`config.mk`:
```
export PLATFORM = sky130hd
export DESIGN_NAME = fwd_hazard_ctrl
export DESIGN_NICKNAME = d
export VERILOG_FILES = /design/src/rtl/fwd_hazard_ctrl.sv
export SDC_FILE = /design/constraint.sdc
export NUM_CORES = 1
export LEC_CHECK = 0
export BUFFER_PORTS_ARGS = -buffer_cell sky130_fd_sc_hd__buf_2
export CAP_MARGIN = 20
export CORE_MARGIN = 2
export CORE_UTILIZATION = 40
export CTS_CLUSTER_DIAMETER = 30
export CTS_CLUSTER_SIZE = 8
export DETAILED_ROUTE_END_ITERATION = 8
export PLACE_DENSITY_LB_ADDON = 0.08
export SLEW_MARGIN = 5
export SYNTH_ARGS = -nofsm -noshare
export SYNTH_HDL_FRONTEND = slang
export SYNTH_SLANG_ARGS = --single-unit
```
`constraint.sdc`:
```
create_clock -name clk_i -period 4.24 [get_ports clk_i]
set_input_delay 0.212 -clock clk_i [delete_from_list [all_inputs] [get_ports clk_i]]
set_output_delay 0.212 -clock clk_i [all_outputs]
set_load 0.05 [all_outputs]
```
`src/rtl/fwd_hazard_ctrl.sv`:
```
// EX-stage forwarding unit with load-use hazard detection and a bubble-count FSM.
// Supports single-cycle (LOAD_BUBBLES=1) and two-stage (LOAD_BUBBLES=2) data memories.
module fwd_hazard_ctrl #(
   parameter int REG_AW       = 5,
   parameter int LOAD_BUBBLES = 1,
   parameter int STALL_CNT_W  = 16
) (
   input  logic                   clk_i,
   input  logic                   rst_i,
   input  logic                   flush_i,
   input  logic [REG_AW-1:0]      id_rs_i,
   input  logic [REG_AW-1:0]      id_rt_i,
   input  logic                   id_rs_used_i,
   input  logic                   id_rt_used_i,
   input  logic [REG_AW-1:0]      ex_rs_i,
   input  logic [REG_AW-1:0]      ex_rt_i,
   input  logic [REG_AW-1:0]      ex_rd_i,
   input  logic                   ex_memrd_i,
   input  logic [REG_AW-1:0]      mem_rd_i,
   input  logic                   mem_wb_i,
   input  logic                   mem_memrd_i,
   input  logic [REG_AW-1:0]      wb_rd_i,
   input  logic                   wb_wb_i,
   output logic [1:0]             forwarda_o,
   output logic [1:0]             forwardb_o,
   output logic                   stall_o,
   output logic                   bubble_o,
   output logic [STALL_CNT_W-1:0] stall_cnt_o
);

   typedef enum logic {IDLE, STALL} stateT;

   localparam logic TWO_CYC = (LOAD_BUBBLES == 2);

   stateT                  r_state;
   logic [1:0]             r_cnt;
   logic [STALL_CNT_W-1:0] r_stallCnt;

   logic w_memFwdOk;
   logic w_wbFwdOk;
   logic w_useEx;
   logic w_useMem;
   logic w_h1;
   logic w_h2;
   logic w_stall;

   // With a two-stage memory the MEM-stage value of a load is not yet available
   assign w_memFwdOk = mem_wb_i && (mem_rd_i != '0) && !(TWO_CYC && mem_memrd_i);
   assign w_wbFwdOk  = wb_wb_i && (wb_rd_i != '0);

   assign w_useEx  = (ex_rd_i != '0) &&
                     ((id_rs_used_i && (ex_rd_i == id_rs_i)) ||
                      (id_rt_used_i && (ex_rd_i == id_rt_i)));
   assign w_useMem = (mem_rd_i != '0) &&
                     ((id_rs_used_i && (mem_rd_i == id_rs_i)) ||
                      (id_rt_used_i && (mem_rd_i == id_rt_i)));

   assign w_h1 = ex_memrd_i && w_useEx;
   assign w_h2 = TWO_CYC && mem_memrd_i && mem_wb_i && w_useMem;

   always_comb begin
      forwarda_o = 2'b00;
      forwardb_o = 2'b00;
      if (w_memFwdOk && (mem_rd_i == ex_rs_i)) begin
         forwarda_o = 2'b10;
      end else if (w_wbFwdOk && (wb_rd_i == ex_rs_i)) begin
         forwarda_o = 2'b01;
      end
      if (w_memFwdOk && (mem_rd_i == ex_rt_i)) begin
         forwardb_o = 2'b10;
      end else if (w_wbFwdOk && (wb_rd_i == ex_rt_i)) begin
         forwardb_o = 2'b01;
      end
   end

   always_comb begin
      w_stall = 1'b0;
      case (r_state)
         IDLE:    w_stall = !flush_i && (w_h1 || w_h2);
         STALL:   w_stall = !flush_i;
         default: w_stall = 1'b0;
      endcase
   end

   assign stall_o     = w_stall;
   assign bubble_o    = w_stall;
   assign stall_cnt_o = r_stallCnt;

   // Extra bubbles after the first are counted down in STALL; hazards are ignored there
   always_ff @(posedge clk_i or posedge rst_i) begin
      if (rst_i) begin
         r_state <= IDLE;
         r_cnt   <= 2'd0;
      end else begin
         case (r_state)
            IDLE: begin
               if (!flush_i && w_h1 && TWO_CYC) begin
                  r_state <= STALL;
                  r_cnt   <= 2'(LOAD_BUBBLES - 1);
               end
            end
            STALL: begin
               if (flush_i) begin
                  r_state <= IDLE;
                  r_cnt   <= 2'd0;
               end else begin
                  r_cnt <= r_cnt - 2'd1;
                  if (r_cnt == 2'd1) begin
                     r_state <= IDLE;
                  end
               end
            end
            default: begin
               r_state <= IDLE;
               r_cnt   <= 2'd0;
            end
         endcase
      end
   end

   always_ff @(posedge clk_i or posedge rst_i) begin
      if (rst_i) begin
         r_stallCnt <= '0;
      end else if (w_stall && (r_stallCnt != '1)) begin
         r_stallCnt <= r_stallCnt + 1'b1;
      end
   end

endmodule

```
# Word-level counts from Yosys, hierarchy flattened

Cells that the tools add are included.

Bits in registers: 19
Latch bits: 0
Memory bits (writable): 0
Memory bits (read-only): 0
Input bits: 44
Output and inout port bits: 22
Word-level logic and storage cells: 40
Memories kept: 0

Add/subtract/negate cells: 2
$mul: 0
Divide/modulo/power cells: 0
Order comparisons: 0
Equality and inequality tests: 8
Shift-type cells: 0
Mux-type cells: 9
Bitwise logic cells: 1
Reduce and logical (&&, ||, !) cells: 17

Operators by type and width:

| operator                                                           | number |
|---|---|
| 5-bit == test                                                      | 6 |
| 16-bit by 1-bit adder with 16-bit output, second input constant    | 1 |
| 16-bit != test, second input constant                              | 1 |
| 5-bit nonzero test                                                 | 3 |
| 1-bit logical AND                                                  | 12 |
| 2-bit 2-to-1 mux                                                   | 3 |
| 1-bit 2-to-1 mux                                                   | 5 |
| 2-bit by 1-bit == test with 1-bit output, second input constant    | 1 |
| 1-bit case mux with 2 select lines                                 | 1 |
| 2-bit by 1-bit subtractor with 2-bit output, second input constant | 1 |
| 1-bit zero test                                                    | 1 |
| 1-bit logical OR                                                   | 1 |
| 1-bit inverter                                                     | 1 |

# Longest topological paths before layout

Gate-level depths: netlist of run 1.

Depth after elaboration: 8
Mapped depth: 7
Mapped depth without buffers: 6

# Least setup slack after synthesis of run 1

OpenSTA, ideal clock, no wires.

Path kind: input-to-output
Start: input port mem_rd_i[1]
End: output port forwarda_o[0]
Data arrival time: 2.789 ns
Required time: 4.028 ns
Slack: 1.239 ns
Cell stages on the path: 4
Buffers on the path: 0
Cells stage by stage: or4_1 -> o21ai_0 -> nor4_1 -> nor4_1

Longest elaborated chain between the ends: 4
Elaborated cells between the ends (all ways): 5
Classes of those cells: eq/ne: 1; mux: 1; reduce/logical: 3

RTL lines:

| what                | RTL line | text |
|---|---|---|
| from (decl)         | 19       | `input logic [REG_AW-1:0] mem_rd_i,` |
| 5-bit nonzero test  | n/a      |  |
| 1-bit logical AND   | 48       | `assign w_memFwdOk = mem_wb_i && (mem_rd_i != '0) && !(TWO_CYC && mem_memrd_i);` |
| 1-bit logical AND * | 64       | `if (w_memFwdOk && (mem_rd_i == ex_rs_i)) begin` |
| 2-bit 2-to-1 mux *  | 64       |  |
| to (decl)           | 24       | `output logic [1:0] forwarda_o,` |

Every way passes the cells marked *; elsewhere a longest branch is shown, timed or not.

# Final worst setup path of run 1

Start: register r_stallCnt[0] (netlist: stall_cnt_o[0])
End: register r_stallCnt[1] (netlist: stall_cnt_o[1])

Longest elaborated chain between the ends: 2
Elaborated cells between the ends (all ways): 3
Classes of those cells: add/sub: 1; eq/ne: 1; reduce/logical: 1

RTL lines:

| what                                                                             | RTL line | text |
|---|---|---|
| from (decl)                                                                      | 37       | `logic [STALL_CNT_W-1:0] r_stallCnt;` |
| from (signal assigned)                                                           | 125      | `r_stallCnt <= r_stallCnt + 1'b1;` |
| branches (longest 2 deep; another with 16-bit by 1-bit adder with 16-bit output) | n/a      |  |

Several ways; the timed one is not identified.
A chain may end at the register's enable or synchronous reset.

==> flow_summary.html, run 1 <==
<table>
<tr><th>Metric</th><th>Value</th></tr>
<tr><th colspan="2">Status</th></tr>
<tr><td>Result of the run</td><td>finished clean</td></tr>
<tr><th colspan="2">Global route</th></tr>
<tr><td>First-pass GRT wire length</td><td>5.15 mm</td></tr>
<tr><td>Met3 usage in global routing</td><td>5.46%</td></tr>
<tr><td>Number of antenna violations at the first check in global routing</td><td>0</td></tr>
<tr><td>Met2 Usage GRT</td><td>31.9%</td></tr>
<tr><td>Met1 Use GR</td><td>21.3%</td></tr>
<tr><td>Most Crowded Layer GR</td><td>met2</td></tr>
<tr><td>Maximum number of pins on one net before global-route repair</td><td>20</td></tr>
<tr><td>GRT Overall Usage</td><td>18.1%</td></tr>
<tr><td>Vias in the first global route</td><td>1268</td></tr>
<tr><td>Remaining Overflow, GRT</td><td>0</td></tr>
<tr><th colspan="2">Synth</th></tr>
<tr><td>Top cell type's share of synthesized area</td><td>35.8%</td></tr>
<tr><td>Flip-flop and latch count after synthesis</td><td>19</td></tr>
<tr><td>Mapped Avg Cell Area</td><td>9.83 um^2</td></tr>
<tr><td>Share of async-settable or async-resettable flops after synthesis</td><td>100%</td></tr>
<tr><td>Dominant cells by area after synthesis</td><td>sky130_fd_sc_hd__dfrtp_1 (36%), sky130_fd_sc_hd__xnor2_1 (20%), sky130_fd_sc_hd__xor2_1 (9.2%), sky130_fd_sc_hd__nand4_1 (4.7%), sky130_fd_sc_hd__nand3_1 (3.4%)</td></tr>
<tr><td>Synth warn</td><td>0</td></tr>
<tr><td>Portion of the post-synthesis area used by sequential elements</td><td>35.8%</td></tr>
<tr><td>Yosys cell types</td><td>27</td></tr>
<tr><td>Combined area of all synthesized cells</td><td>1330 um^2</td></tr>
<tr><td>Prevailing post-synth register cell</td><td>sky130_fd_sc_hd__dfrtp_1</td></tr>
<tr><td>Most area-hungry cell type in the Yosys netlist</td><td>sky130_fd_sc_hd__dfrtp_1</td></tr>
<tr><td>Synth Instances</td><td>135</td></tr>
<tr><td>Net count after synthesis</td><td>181</td></tr>
<tr><td>Count of flip-flops with a built-in enable after synthesis</td><td>0</td></tr>
<tr><th colspan="2">Place</th></tr>
<tr><td>Placement-stage cell area</td><td>1680 um^2</td></tr>
<tr><td>Placed instance count</td><td>240</td></tr>
<tr><td>Placement-stage worst setup slack</td><td>1.98 ns</td></tr>
<tr><td>Count of input and output buffers</td><td>64</td></tr>
<tr><td>Post-DP HPWL</td><td>2.52 mm</td></tr>
<tr><td>Routability congestion estimate</td><td>0.755</td></tr>
<tr><th colspan="2">Die</th></tr>
<tr><td>Die Span Y</td><td>61.6 um</td></tr>
<tr><td>Total die area</td><td>3800 um^2</td></tr>
<tr><td>Initial core utilization</td><td>42.8%</td></tr>
<tr><td>Placeable core region</td><td>3100 um^2</td></tr>
<tr><td>Standard-cell row count</td><td>20</td></tr>
<tr><td>I/O pin cnt</td><td>66</td></tr>
<tr><td>Die Wd</td><td>61.6 um</td></tr>
<tr><th colspan="2">Worst setup path</th></tr>
<tr><td>Top delay family on crit path</td><td>compound AO/OA/AOI/OAI gates</td></tr>
<tr><td>Crit start category</td><td>flop</td></tr>
<tr><td>Combined buffer and inverter count along the critical path</td><td>0</td></tr>
<tr><td>Data required time of the worst path</td><td>4.44 ns</td></tr>
<tr><td>CP Cell Sequence</td><td>ha_1 -&gt; nand4_1 -&gt; nor4_1 -&gt; a211oi_2 -&gt; nand2_1 -&gt; mux2_2</td></tr>
<tr><td>Maximum fanout along the worst path</td><td>15</td></tr>
<tr><td>Classification of the worst setup path</td><td>flop to flop</td></tr>
<tr><td>Longest individual stage delay on the worst path</td><td>0.80 ns</td></tr>
<tr><td>Type of destination of the critical path</td><td>flop</td></tr>
<tr><td>Slowest stage cell, crit path</td><td>sky130_fd_sc_hd__a211oi_2</td></tr>
<tr><td>Data arrival, critical path</td><td>2.51 ns</td></tr>
<tr><th colspan="2">STA</th></tr>
<tr><td>Hold Slack</td><td>0.0103 ns</td></tr>
<tr><td>Hold Vio Cnt, Final</td><td>0</td></tr>
<tr><td>Normalized max-slew margin</td><td>36.1%</td></tr>
<tr><td>Unrepaired setup endpoints after global routing</td><td>no</td></tr>
<tr><td>Final setup violation count</td><td>0</td></tr>
<tr><td>Fin crit period</td><td>2.31 ns</td></tr>
<tr><td>Fin Setup TNS</td><td>0 ns</td></tr>
<tr><td>Slew of the pin with the lowest slew margin</td><td>0.957 ns</td></tr>
<tr><td>Worst-case setup margin in the final layout</td><td>1.93 ns</td></tr>
<tr><td>Timing-limited maximum frequency</td><td>0.432 GHz</td></tr>
<tr><td>Clock Skews</td><td>0.0127 ns</td></tr>
<tr><td>Count of pins over their slew limit</td><td>0</td></tr>
<tr><td>Final period utilization</td><td>54.6%</td></tr>
<tr><th colspan="2">Finish</th></tr>
<tr><td>Filler Cells Inserted</td><td>311</td></tr>
<tr><td>Nets</td><td>247</td></tr>
<tr><td>Diodes inserted</td><td>0</td></tr>
<tr><td>Fraction of final layout cells with drive strength greater than 1</td><td>37.0%</td></tr>
<tr><td>Final Instance Count excl. Fillers</td><td>244</td></tr>
<tr><td>Area overhead of the layout relative to synthesis</td><td>28.6%</td></tr>
<tr><td>Finished Cell Area</td><td>1710 um^2</td></tr>
<tr><th colspan="2">Detailed routing</th></tr>
<tr><td>Total detailed-routing wirelength</td><td>3.10 mm</td></tr>
<tr><td>Routed length per placed instance</td><td>12.7 um</td></tr>
<tr><td>Number of DRC violations after detailed routing</td><td>0</td></tr>
<tr><td>Number of detailed-route iterations in the first pass</td><td>4</td></tr>
<tr><td>Iter 0 DRT Violations</td><td>46</td></tr>
<tr><td>Average via count per standard cell</td><td>5.09</td></tr>
<tr><td>Antenna Violating Nets Remaining</td><td>0</td></tr>
<tr><td>Routed via count</td><td>1241</td></tr>
<tr><th colspan="2">CTS</th></tr>
<tr><td>Clock buffer count from CTS</td><td>3</td></tr>
<tr><td>Worst-Skew Late Latency</td><td>0.31 ns</td></tr>
<tr><td>Post-cts repair resize count</td><td>0</td></tr>
<tr><td>Worst-case clock buffer depth</td><td>2</td></tr>
<tr><td>Count of clock tree sinks</td><td>19</td></tr>
<tr><td>Setup Fix Bufs, Post-CTS</td><td>0</td></tr>
<tr><td>Number of buffers added to fix hold violations after cts</td><td>0</td></tr>
<tr><td>Clk pin slew, worst setup/hold paths</td><td>0.12 ns</td></tr>
<tr><td>H-tree levels</td><td>1</td></tr>
<tr><td>Cell at the root of the clock tree</td><td>sky130_fd_sc_hd__clkbuf_4</td></tr>
<tr><td>Clock tree from TritonCTS</td><td>built</td></tr>
<tr><th colspan="2">Worst hold path</th></tr>
<tr><td>Worst min path class</td><td>input port to async pin</td></tr>
<tr><th colspan="2">Pwr</th></tr>
<tr><td>Power per cell area</td><td>265 nW/um^2</td></tr>
<tr><td>Cell leakage power</td><td>0.821 nW</td></tr>
<tr><td>Peak supply drop</td><td>0.341 mV</td></tr>
<tr><th colspan="2">Flow run</th></tr>
<tr><td>Max-capacitance violation count</td><td>0</td></tr>
</table>
==> where the power goes <==
part	internal (mW)	switching (mW)	leakage, nW
Clock	0.0353	0.0600	0.0177
Sequential	0.194	0.0153	0.259
Combinational	0.0555	0.0919	0.544
Total	0.285	0.167	0.821
==> per-layer routing <==
metal / wire, um / vias to the layer above
met5: 0 / -
met4: 26 / 0
met3: 183 / 4
met2: 1550 / 42
met1: 1340 / 582
li1: - / 613
==> final timing paths <==
| path | start | end | slack [ns] | cells past startpoint |
|---|---|---|---|---|
| min in group clk_i | flush_i | r_state$_DFF_PP0_ | 0.11 | 2 |
| max | stall_cnt_o[0]$_DFFE_PP0P_ | stall_cnt_o[1]$_DFFE_PP0P_ | 1.93 | 6 |
| min | rst_i | stall_cnt_o[6]$_DFFE_PP0P_ | 0.01 | 2 |
| max reg2reg | stall_cnt_o[0]$_DFFE_PP0P_ | stall_cnt_o[1]$_DFFE_PP0P_ | 1.93 | 6 |
| min reg2reg | stall_cnt_o[13]$_DFFE_PP0P_ | stall_cnt_o[13]$_DFFE_PP0P_ | 0.51 | 1 |
| max in group asynchronous | rst_i | r_cnt[0]$_DFFE_PP0P_ | 3.75 | 2 |
==> synthesized netlist by cell type (3+ instances only) <==
master	instances
sky130_fd_sc_hd__xnor2_1	31
sky130_fd_sc_hd__dfrtp_1	19
sky130_fd_sc_hd__xor2_1	14
sky130_fd_sc_hd__nand4_1	10
sky130_fd_sc_hd__nand3_1	9
sky130_fd_sc_hd__and3_1	7
sky130_fd_sc_hd__nand2_1	7
sky130_fd_sc_hd__nor4_1	5
sky130_fd_sc_hd__or4_1	5
sky130_fd_sc_hd__inv_1	3
sky130_fd_sc_hd__nor2_1	3
==> cell type report <==
class / count / area, um^2 / share of cell area, %
Sequential cell: 19 / 475 / 27.9
Clock buffer: 3 / 22.5 / 1.32
Tap cell: 44 / 55.1 / 3.23
Multi-Input combinational cell: 110 / 817 / 47.9
Inverter: 3 / 11.3 / 0.660
Timing Repair Buffer: 64 / 320 / 18.8
Clock inverter: 1 / 5.00 / 0.293
==> placed cells by master (no fill, tap or decap) <==
cell,n
sky130_fd_sc_hd__and3_1,7
sky130_fd_sc_hd__nand4_1,10
sky130_fd_sc_hd__clkinv_2,1
sky130_fd_sc_hd__nand4_2,1
sky130_fd_sc_hd__a211oi_2,1
sky130_fd_sc_hd__o21ai_2,1
sky130_fd_sc_hd__clkbuf_4,3
sky130_fd_sc_hd__nor4_1,5
sky130_fd_sc_hd__o22ai_1,2
sky130_fd_sc_hd__xor2_1,14
sky130_fd_sc_hd__nand3_1,9
sky130_fd_sc_hd__inv_1,3
sky130_fd_sc_hd__xnor2_1,31
sky130_fd_sc_hd__nor2_1,3
sky130_fd_sc_hd__nand2b_1,1
sky130_fd_sc_hd__and2_1,2
sky130_fd_sc_hd__o221ai_2,1
sky130_fd_sc_hd__a21oi_1,1
sky130_fd_sc_hd__nand4b_1,2
sky130_fd_sc_hd__buf_2,64
sky130_fd_sc_hd__nand2_1,7
sky130_fd_sc_hd__o21ai_0,2
sky130_fd_sc_hd__dfrtp_1,19
sky130_fd_sc_hd__mux2_2,2
sky130_fd_sc_hd__or4_1,5
sky130_fd_sc_hd__nor3_1,1
sky130_fd_sc_hd__ha_1,2
==> kinds of logic (layout without fill, tap and decap cells) <==
kind of cell	count (synthesis)	after routing	synth area share [%]
AND/OR/NAND/NOR	53	53	23.5
buffers and inverters	6	71	2.64
adder cells (fa/ha/maj)	2	2	1.88
AO/OA/AOI/OAI	8	8	4.81
multiplexers	2	2	1.70
flip-flops	19	19	35.8
XOR/XNOR	45	45	29.7
==> sequential cells by signal, indices dropped and copies added, names as in the netlist <==
| register | cells |
|---|---|
| r_state | 1 |
| r_cnt | 2 |
| stall_cnt_o | 16 |
==> metrics by stage <==
step / util, % / power, mW
CTS: 55.0 / 0.455
detailed placement: 54.1 / 0.360
floorplan: - / 0.308
global placement: 54.1 / 0.356
global route: 55.0 / 0.480
finish: 55.0 / 0.452
No activity file was read; power rests on OpenSTA's default activity.
==> inputs of run 2 (changes only) <==
==> constraint.sdc (replaced) <==
create_clock -name clk_i -period 2 [get_ports clk_i]
set_input_delay 0.1 -clock clk_i [delete_from_list [all_inputs] [get_ports clk_i]]
set_output_delay 0.1 -clock clk_i [all_outputs]
set_load 0.05 [all_outputs]
==> run 2 against run 1 <==
Clock power grew 110%. Cell count rose by 1.6%. First-iteration DRC count up 13%. Design area up 4.4%. Flip-flop and latch count unchanged. Register-to-register slack got worse by 1.7 ns. Setup slack worse by 1.7 ns. Sequential share of layout area is 1.2 points lower. Clock skew is 0.0090 ns lower. Wire length up 4.9%. Critical endpoint is now stall_cnt_o[13]$_DFFE_PP0P_.
==> flow_summary.html, run 2 (synthesized netlist as in run 1, its figures left out) <==
<table>
<tr><th>Metric</th><th>Value</th></tr>
<tr><th colspan="2">Worst setup path</th></tr>
<tr><td>Data required time of the worst path</td><td>2.22 ns</td></tr>
<tr><td>Crit start category</td><td>flop</td></tr>
<tr><td>CP Launch Point</td><td>stall_cnt_o[0]$_DFFE_PP0P_</td></tr>
<tr><td>Data arrival, critical path</td><td>2.01 ns</td></tr>
<tr><td>Classification of the worst setup path</td><td>flop to flop</td></tr>
<tr><td>Type of destination of the critical path</td><td>flop</td></tr>
<tr><td>FF-to-FF Start</td><td>stall_cnt_o[0]$_DFFE_PP0P_</td></tr>
<tr><td>Maximum fanout along the worst path</td><td>10</td></tr>
<tr><th colspan="2">Global route</th></tr>
<tr><td>Maximum number of pins on one net before global-route repair</td><td>20</td></tr>
<tr><td>First-pass GRT wire length</td><td>5.10 mm</td></tr>
<tr><td>GRT Overall Usage</td><td>18.0%</td></tr>
<tr><td>Number of antenna violations at the first check in global routing</td><td>0</td></tr>
<tr><td>Met2 Usage GRT</td><td>30.7%</td></tr>
<tr><td>Met1 Use GR</td><td>23.7%</td></tr>
<tr><td>Most Crowded Layer GR</td><td>met2</td></tr>
<tr><td>Met3 usage in global routing</td><td>1.89%</td></tr>
<tr><td>Vias in the first global route</td><td>1150</td></tr>
<tr><td>Remaining Overflow, GRT</td><td>0</td></tr>
<tr><th colspan="2">CTS</th></tr>
<tr><td>H-tree levels</td><td>1</td></tr>
<tr><td>Worst-case clock buffer depth</td><td>2</td></tr>
<tr><td>Worst-Skew Late Latency</td><td>0.30 ns</td></tr>
<tr><td>Cell at the root of the clock tree</td><td>sky130_fd_sc_hd__clkbuf_4</td></tr>
<tr><td>Setup Fix Bufs, Post-CTS</td><td>0</td></tr>
<tr><td>Post-cts repair resize count</td><td>0</td></tr>
<tr><td>Clk pin slew, worst setup/hold paths</td><td>0.11 ns</td></tr>
<tr><td>Clock tree from TritonCTS</td><td>built</td></tr>
<tr><td>Clock buffer count from CTS</td><td>3</td></tr>
<tr><td>Count of clock tree sinks</td><td>19</td></tr>
<tr><th colspan="2">Pwr</th></tr>
<tr><td>Power per cell area</td><td>545 nW/um^2</td></tr>
<tr><td>Peak supply drop</td><td>0.439 mV</td></tr>
<tr><td>Total net switching power</td><td>0.361 mW</td></tr>
<tr><td>Total internal power</td><td>0.610 mW</td></tr>
<tr><td>Sw Ratio</td><td>37.2%</td></tr>
<tr><td>Fraction of power consumed by combinational cells</td><td>33.6%</td></tr>
<tr><td>Cell leakage power</td><td>0.842 nW</td></tr>
<tr><td>Portion of total power attributed to sequential cells</td><td>45.8%</td></tr>
<tr><td>Clock group share of total power</td><td>20.6%</td></tr>
<tr><th colspan="2">STA</th></tr>
<tr><td>Unrepaired setup endpoints after global routing</td><td>no</td></tr>
<tr><td>Fin Setup TNS</td><td>0 ns</td></tr>
<tr><td>Final period utilization</td><td>89.4%</td></tr>
<tr><td>Clock Skews</td><td>0.00364 ns</td></tr>
<tr><td>Fin crit period</td><td>1.79 ns</td></tr>
<tr><td>Normalized max-slew margin</td><td>52.6%</td></tr>
<tr><td>Hold Slack</td><td>0.0145 ns</td></tr>
<tr><td>Final setup violation count</td><td>0</td></tr>
<tr><td>Hold Vio Cnt, Final</td><td>0</td></tr>
<tr><td>Slew of the pin with the lowest slew margin</td><td>0.710 ns</td></tr>
<tr><td>Count of pins over their slew limit</td><td>0</td></tr>
<tr><td>Timing-limited maximum frequency</td><td>0.559 GHz</td></tr>
<tr><th colspan="2">Flow run</th></tr>
<tr><td>Max-capacitance violation count</td><td>0</td></tr>
<tr><th colspan="2">Die</th></tr>
<tr><td>Die Span Y</td><td>61.6 um</td></tr>
<tr><td>Initial core utilization</td><td>42.8%</td></tr>
<tr><td>Die Wd</td><td>61.6 um</td></tr>
<tr><td>I/O pin cnt</td><td>66</td></tr>
<tr><td>Placeable core region</td><td>3100 um^2</td></tr>
<tr><td>Total die area</td><td>3800 um^2</td></tr>
<tr><td>Standard-cell row count</td><td>20</td></tr>
<tr><th colspan="2">Place</th></tr>
<tr><td>Routability congestion estimate</td><td>0.808</td></tr>
<tr><td>Post-DP HPWL</td><td>2.67 mm</td></tr>
<tr><td>Count of input and output buffers</td><td>64</td></tr>
<tr><th colspan="2">Finish</th></tr>
<tr><td>Most used cells in the layout excluding fill and tap cells</td><td>sky130_fd_sc_hd__buf_2 (64), sky130_fd_sc_hd__xnor2_1 (31), sky130_fd_sc_hd__dfrtp_1 (19)</td></tr>
<tr><td>Fraction of final layout cells with drive strength greater than 1</td><td>39.7%</td></tr>
<tr><td>Leading cell type in the layout, fill and taps excluded</td><td>sky130_fd_sc_hd__buf_2</td></tr>
<tr><td>Nets</td><td>251</td></tr>
<tr><td>Max FFs per register</td><td>16</td></tr>
<tr><td>Diodes inserted</td><td>0</td></tr>
<tr><td>Area overhead of the layout relative to synthesis</td><td>34.2%</td></tr>
<tr><td>Core occupancy in the finished layout</td><td>57.4%</td></tr>
<tr><th colspan="2">Detailed routing</th></tr>
<tr><td>Antenna Violating Nets Remaining</td><td>0</td></tr>
<tr><td>Number of detailed-route iterations in the first pass</td><td>4</td></tr>
<tr><td>Iter 0 DRT Violations</td><td>52</td></tr>
<tr><td>Total detailed-routing wirelength</td><td>3.26 mm</td></tr>
<tr><td>Routed length per placed instance</td><td>13.1 um</td></tr>
<tr><td>Routed via count</td><td>1271</td></tr>
<tr><td>Average via count per standard cell</td><td>5.13</td></tr>
<tr><td>Number of DRC violations after detailed routing</td><td>0</td></tr>
<tr><th colspan="2">Worst hold path</th></tr>
<tr><td>Startpoint of the most critical hold path</td><td>flush_i</td></tr>
<tr><td>Worst min path class</td><td>input port to flop</td></tr>
<tr><th colspan="2">Status</th></tr>
<tr><td>Result of the run</td><td>finished clean</td></tr>
</table>
==> run 2: routing by layer <==
layer,vias to the layer above,wire length [um],share of wire (%)
met5,-,0,0
met4,0,35,1.1
met3,4,312,9.6
met2,66,1500,46
met1,578,1410,43
li1,623,-,-
==> run 2: area by class of cell <==
cell class / count / area, um^2
Inverter: 3 / 11.3
Fill cell: 294 / 1320
Clock inverter: 1 / 5.00
Multi-Input combinational cell: 110 / 860
Sequential cell: 19 / 475
Tap cell: 44 / 55.1
Timing Repair Buffer: 68 / 353
Clock buffer: 3 / 22.5
==> run 2: worst paths after layout <==
check / to / slack (ns) / depth (start not counted)
max: stall_cnt_o[13]$_DFFE_PP0P_ / 0.21 / 7
min: r_state$_DFF_PP0_ / 0.01 / 2
max reg2reg: stall_cnt_o[13]$_DFFE_PP0P_ / 0.21 / 7
min reg2reg: stall_cnt_o[15]$_DFFE_PP0P_ / 0.52 / 1
max in group asynchronous: stall_cnt_o[1]$_DFFE_PP0P_ / 1.10 / 3
min in group asynchronous: r_state$_DFF_PP0_ / 0.45 / 3
==> run 2: what timing repair did <==
item                                   CTS  global route
endpoints found under the hold margin   19             0
setup endpoints to repair                0             0
hold buffers                             1             0
==> run 2: critical path, stage by stage (launching register included) <==
cell and delay (ns):
sky130_fd_sc_hd__dfrtp_1 0.45, sky130_fd_sc_hd__ha_1 0.25, sky130_fd_sc_hd__nand4_1 0.09, sky130_fd_sc_hd__nor4_1 0.06, sky130_fd_sc_hd__a211oi_2 0.30, sky130_fd_sc_hd__buf_4 0.23, sky130_fd_sc_hd__nand4_1 0.13, sky130_fd_sc_hd__xnor2_1 0.19
==> run 2: power groups by stage <==
stage | Combinational [mW] | Clock [mW] | Sequential (mW)
floorplan | 0.136 | 0 | 0.527
global route | 0.356 | 0.223 | 0.452
global placement | 0.321 | 0 | 0.449
detailed placement | 0.327 | 0 | 0.452
CTS | 0.330 | 0.206 | 0.445
finish | 0.327 | 0.200 | 0.445
==> run 2: per-stage QoR <==
stage	setup slack (ns)	std cells	cell area (um^2)	total power [mW]
floorplan	0.0531	135	1370	0.662
global placement	0.287	243	1740	0.770
detailed placement	0.257	243	1740	0.779
CTS	0.210	248	1780	0.981
global route	0.0290	248	1780	1.03
finish	0.212	248	1780	0.971
